--- config.mk ---
export PLATFORM = sky130hd
export DESIGN_NAME = argmax_classifier
export DESIGN_NICKNAME = d
export VERILOG_FILES = /design/src/rtl/argmax_classifier.sv
export SDC_FILE = /design/constraint.sdc
export NUM_CORES = 1
export LEC_CHECK = 0
export BUFFER_PORTS_ARGS = -buffer_cell sky130_fd_sc_hd__buf_2
export CORE_MARGIN = 5
export CORE_UTILIZATION = 30
export CTS_CLUSTER_DIAMETER = 100
export DETAILED_ROUTE_END_ITERATION = 12
export PLACE_DENSITY_LB_ADDON = 0.08
export SLEW_MARGIN = 10
export SYNTH_ARGS = -nofsm -noshare
export SYNTH_HDL_FRONTEND = slang
export SYNTH_SLANG_ARGS = --single-unit
--- constraint.sdc ---
create_clock -name clk -period 4.8 [get_ports clk]
set_input_delay 0.96 -clock clk [delete_from_list [all_inputs] [get_ports clk]]
set_output_delay 0.96 -clock clk [all_outputs]
set_load 0.01 [all_outputs]
--- src/rtl/argmax_classifier.sv ---
// Streaming argmax: reduces a frame of NUM_CLASSES scores (LANES per beat) to the
// index/value of the largest score. Ties go to the lowest index; overlong frames are flagged.

module argmax_gt #(
  parameter int DATA_W = 16,
  parameter int SIGNED = 1
) (
  input  logic [DATA_W-1:0] i_a,
  input  logic [DATA_W-1:0] i_b,
  output logic              o_gt
);
  assign o_gt = (SIGNED != 0) ? ($signed(i_a) > $signed(i_b)) : (i_a > i_b);
endmodule

module argmax_classifier #(
  parameter int DATA_W      = 16,
  parameter int LANES       = 1,
  parameter int NUM_CLASSES = 1000,
  parameter int IDX_W       = 10,
  parameter int SIGNED      = 1
) (
  input  logic                    clk,
  input  logic                    rst,
  input  logic                    in_valid,
  output logic                    in_ready,
  input  logic [LANES*DATA_W-1:0] in_data,
  input  logic                    in_last,
  output logic                    out_valid,
  input  logic                    out_ready,
  output logic [IDX_W-1:0]        out_index,
  output logic [DATA_W-1:0]       out_max,
  output logic                    out_len_err
);

  typedef enum logic {ACCUM, HOLD} state_t;

  // One extra count bit so the element counter can reach NUM_CLASSES without wrapping.
  localparam logic [IDX_W:0] NUM_C   = (IDX_W+1)'(NUM_CLASSES);
  localparam logic [IDX_W:0] LANES_C = (IDX_W+1)'(LANES);

  state_t              r_state, w_state_nxt;
  logic [DATA_W-1:0]   r_max;
  logic [IDX_W-1:0]    r_idx;
  logic [IDX_W:0]      r_cnt;
  logic                r_first;
  logic                r_len_err;

  logic                w_accept, w_close, w_ovr, w_take, w_run_gt, w_len_err_nxt;
  logic [DATA_W-1:0]   w_cand_val;
  logic [IDX_W-1:0]    w_cand_lane, w_cand_idx;
  logic [IDX_W:0]      w_cnt_inc;

  // Lane reduction chain: a later lane only wins on strictly greater, so ties keep the lower lane.
  for (genvar k = 0; k < LANES; k++) begin : g_lane
    logic [DATA_W-1:0] w_val;
    logic [IDX_W-1:0]  w_idx;
    if (k == 0) begin : g_base
      assign w_val = in_data[0 +: DATA_W];
      assign w_idx = '0;
    end else begin : g_step
      logic w_gt;
      argmax_gt #(.DATA_W(DATA_W), .SIGNED(SIGNED)) u_gt (
        .i_a (in_data[k*DATA_W +: DATA_W]),
        .i_b (g_lane[k-1].w_val),
        .o_gt(w_gt)
      );
      assign w_val = w_gt ? in_data[k*DATA_W +: DATA_W] : g_lane[k-1].w_val;
      assign w_idx = w_gt ? IDX_W'(k) : g_lane[k-1].w_idx;
    end
  end

  assign w_cand_val  = g_lane[LANES-1].w_val;
  assign w_cand_lane = g_lane[LANES-1].w_idx;

  argmax_gt #(.DATA_W(DATA_W), .SIGNED(SIGNED)) u_run_gt (
    .i_a (w_cand_val),
    .i_b (r_max),
    .o_gt(w_run_gt)
  );

  assign in_ready   = (r_state == ACCUM) && !rst;
  assign out_valid  = (r_state == HOLD);
  assign out_index  = r_idx;
  assign out_max    = r_max;
  assign out_len_err = r_len_err;

  assign w_accept   = in_valid && in_ready;
  assign w_close    = w_accept && in_last;
  assign w_ovr      = (r_cnt >= NUM_C);
  assign w_cnt_inc  = r_cnt + LANES_C;
  assign w_cand_idx = r_cnt[IDX_W-1:0] + w_cand_lane;
  assign w_take     = !w_ovr && (r_first || w_run_gt);
  // Error from an earlier beat only counts inside the current frame.
  assign w_len_err_nxt = (!r_first && r_len_err) || w_ovr ||
                         (w_close && !w_ovr && (w_cnt_inc != NUM_C));

  always_comb begin
    w_state_nxt = r_state;
    case (r_state)
      ACCUM: if (w_close)   w_state_nxt = HOLD;
      HOLD:  if (out_ready) w_state_nxt = ACCUM;
      default:              w_state_nxt = ACCUM;
    endcase
  end

  always_ff @(posedge clk or posedge rst) begin
    if (rst) r_state <= ACCUM;
    else     r_state <= w_state_nxt;
  end

  always_ff @(posedge clk or posedge rst) begin
    if (rst) begin
      r_max     <= '0;
      r_idx     <= '0;
      r_cnt     <= '0;
      r_first   <= 1'b1;
      r_len_err <= 1'b0;
    end else if (w_accept) begin
      if (w_take) begin
        r_max <= w_cand_val;
        r_idx <= w_cand_idx;
      end
      r_len_err <= w_len_err_nxt;
      if (w_close) begin
        r_cnt   <= '0;
        r_first <= 1'b1;
      end else begin
        if (!w_ovr) r_cnt <= w_cnt_inc;
        r_first <= 1'b0;
      end
    end
  end

endmodule
==> run metrics <==
Crit Path Max Fanout 20; CTS tree built; top cell type's share of synthesized area between 40% and 50%; crit-path cells buf_2, ha_1, nand4_2, or4_1, a21oi_1, nor2_1, mux2i_4, buf_4, mux2_2; ys flop type dfrtp_1; FP Rows 31; max incr delay on CP just under 600 ps; Yosys reg bits 40; Final Util 36.7%; Yosys cell types 35; Lkg Pwr between 1 and 1.5 nW; Synth Net Count 250; Clock Sinks 40; setup_tns 0 ps; dpl ws 1190 ps; first-pass GRT wire length about 8.5 mm; WL/cell between 10 and 15 um; CTS Buf Count 5; Setup Crit Path Kind input port to register; DR pass1 iterations 3; CP delay by family, top simple AND/OR/NAND/NOR gates; Die X 96.2 um; final setup fails 0; Mapped Area 0.00223 mm^2; drt drc 0; largest net degree at the start of global routing 41; Post-CTS Setup Bufs 0; Vias/cell approximately 4.6; Max Clk Rate a little over 300 MHz; Max Transition Viols Final 0; H-tree depth 2; final hold vios 0; Crit path required time approximately 5000 ps; layout cell share with drive strength beyond 1 34.1%; Ports 50; DPL Wire Length ~3.7 mm; GRT Total Usage a little under an eighth; initial antenna violation count 0; Synth area leaders dfrtp_1 (44%), mux2_2 (14%), ha_1 (10%), inv_1 (3.7%), a21oi_1 (3.4%); crit path capture type register; Clk pin slew, worst setup/hold paths 80 ps; vias in the first global route ~1,800; P&R area growth vs syn 19.4%; initial core utilization a little under a third; Rel. slew slack roughly 54%; crit share post-route around two thirds; CP Buf/Inv Count 2; RSZ-0062 raised after global routing false; min Tclk post-route ~3300 ps; hold-fix buffers at CTS 0; routed via count 1,675; Max clock buf depth 2; Crit-path slowest cell or4_1; Max-Cap Viols 0; ys async rst share 100%; die area around 0.0092 mm^2; startpoint types input port; Worst VDD drop around 0.17 mV; EDFF count, synth 0; clock root buffer clkbuf_8; core footprint approximately 0.0073 mm^2; Nets approximately 300; crit path DAT 3430 ps; Routed Antenna Nets 0; Filler Cell Count around 750; Ant. Diodes 0; sequential-to-total area share from yosys stat approximately 45%; Yosys warnings 0; final wirelength roughly 5.0 mm; GR Overflow Total 0; gpl congestion around 0.72; clock latency at the later pin of the worst-skew pair 290 ps; pwr/cell area about 450 mW/mm^2; Mapped Avg Cell Area 10.6 um^2; status completed; die height slightly below 100 um; Worst Hold Class register to register; Min Hold Slack roughly 490 ps; IO buf count 49; initial drt markers between 50 and 60; Synth area leader dfrtp_1; Resized Gates After CTS 0; Worst Skew between 9 and 10 ps; Worst Max-Slew Pin Slew 689 ps; Cells after Synth roughly 210; final worst slack between 1500 and 2000 ps
[metrics by stage]
step / area (um^2) / total power [mW] / std cells
finish: 2660 / 1.19 / 363
global route: 2660 / 1.30 / 363
CTS: 2660 / 1.22 / 363
detailed placement: 2560 / 0.977 / 355
global placement: 2560 / 0.977 / 355
floorplan: 2230 / 0.819 / 211
[synthesized netlist by cell type (all sizes together) (2+ instances only)]
cell / count
ha: 18
a31oi: 2
a21o: 2
nor2: 13
xnor2: 2
nand3: 3
clkbuf: 3
nand4: 8
a22o: 2
inv: 22
dfrtp: 39
o21ai: 10
nor3b: 2
buf: 3
nand2: 17
nor4: 2
a21oi: 15
nor3: 5
or4: 2
mux2: 27
and3: 2
nor2b: 2
[sequential cells by signal, indices dropped and copies added (netlist names)]
signal / flops
r_first: 1
out_max: 16
out_index: 10
out_valid: 1
r_cnt: 11
out_len_err: 1
[cell type report]
cell class / count / area [um^2] / share of cell area [%]
clock buffers: 7 / 86.3 / 3.25
clock inverters: 1 / 7.51 / 0.282
inverters: 22 / 82.6 / 3.11
multi-input cells: 143 / 1100 / 41.2
flip-flops and latches: 40 / 1000 / 37.7
well taps: 99 / 124 / 4.66
repair buffers: 51 / 260 / 9.79
[power breakdown]
part / internal, mW / switching (mW) / total, mW
clock network: 0.117 / 0.117 / 0.234
logic: 0.230 / 0.238 / 0.468
registers: 0.426 / 0.0648 / 0.491
total: 0.773 / 0.420 / 1.19
[routing by layer]
layer / wire [um] / global-route usage (%) / part of all wire, % / vias up
met5: 0 / 0 / 0 / -
met4: 60 / 4.27 / 1.2 / 0
met3: 257 / 2.66 / 5.2 / 5
met2: 2270 / 19.8 / 46 / 31
met1: 2370 / 15.0 / 48 / 788
li1: - / - / - / 851
[logic make-up after synthesis]
kind of cell	after synthesis	synth area share, %
fa+ha+maj	18	10.1
buf+inv	28	5.79
compound gates	37	10.2
flops	40	45.0
simple gates	57	13.0
mux	28	14.7
xor+xnor	3	1.18
[cell usage in the layout, fill, tap and decap left out, drive strengths merged, types with 3 or more instances in the layout]
| cell | Yosys | layout |
|---|---|---|
| a21oi | 15 | 15 |
| nand2 | 17 | 17 |
| nand4 | 8 | 8 |
| nor2 | 13 | 13 |
| nand3 | 3 | 3 |
| nor3 | 5 | 5 |
| ha | 18 | 18 |
| o21ai | 10 | 10 |
| inv | 22 | 22 |
| clkbuf | 3 | 7 |
| buf | 3 | 51 |
| mux2 | 27 | 27 |
| dfrtp | 39 | 39 |
[path summary, 6_finish.rpt]
kind / from / endpoint / slack (ps) / depth (start not counted)
setup reg to reg: out_max[15]$_DFFE_PP0P_ / out_index[5]$_DFFE_PP0P_ / 1910 / 9
setup / recovery: in_data[15] / out_index[5]$_DFFE_PP0P_ / 1550 / 9
min in group asynchronous: rst / out_index[9]$_DFFE_PP0P_ / 820 / 3
hold reg to reg: r_first$_DFFE_PP1P_ / r_first$_DFFE_PP1P_ / 490 / 2
max in group asynchronous: rst / r_cnt[2]$_DFFE_PP0P_ / 3600 / 3
hold / removal: r_first$_DFFE_PP1P_ / r_first$_DFFE_PP1P_ / 490 / 2
[worst reg2reg max path: stages, from the launching register on]
cell and delay (ps):
dfrtp_1 370, inv_1 50, ha_1 320, nand4_2 180, or4_1 580, a21oi_1 170, nor2_1 80, mux2i_4 300
buf_4 350, mux2_2 380
No activity file was read; power rests on OpenSTA's default activity.
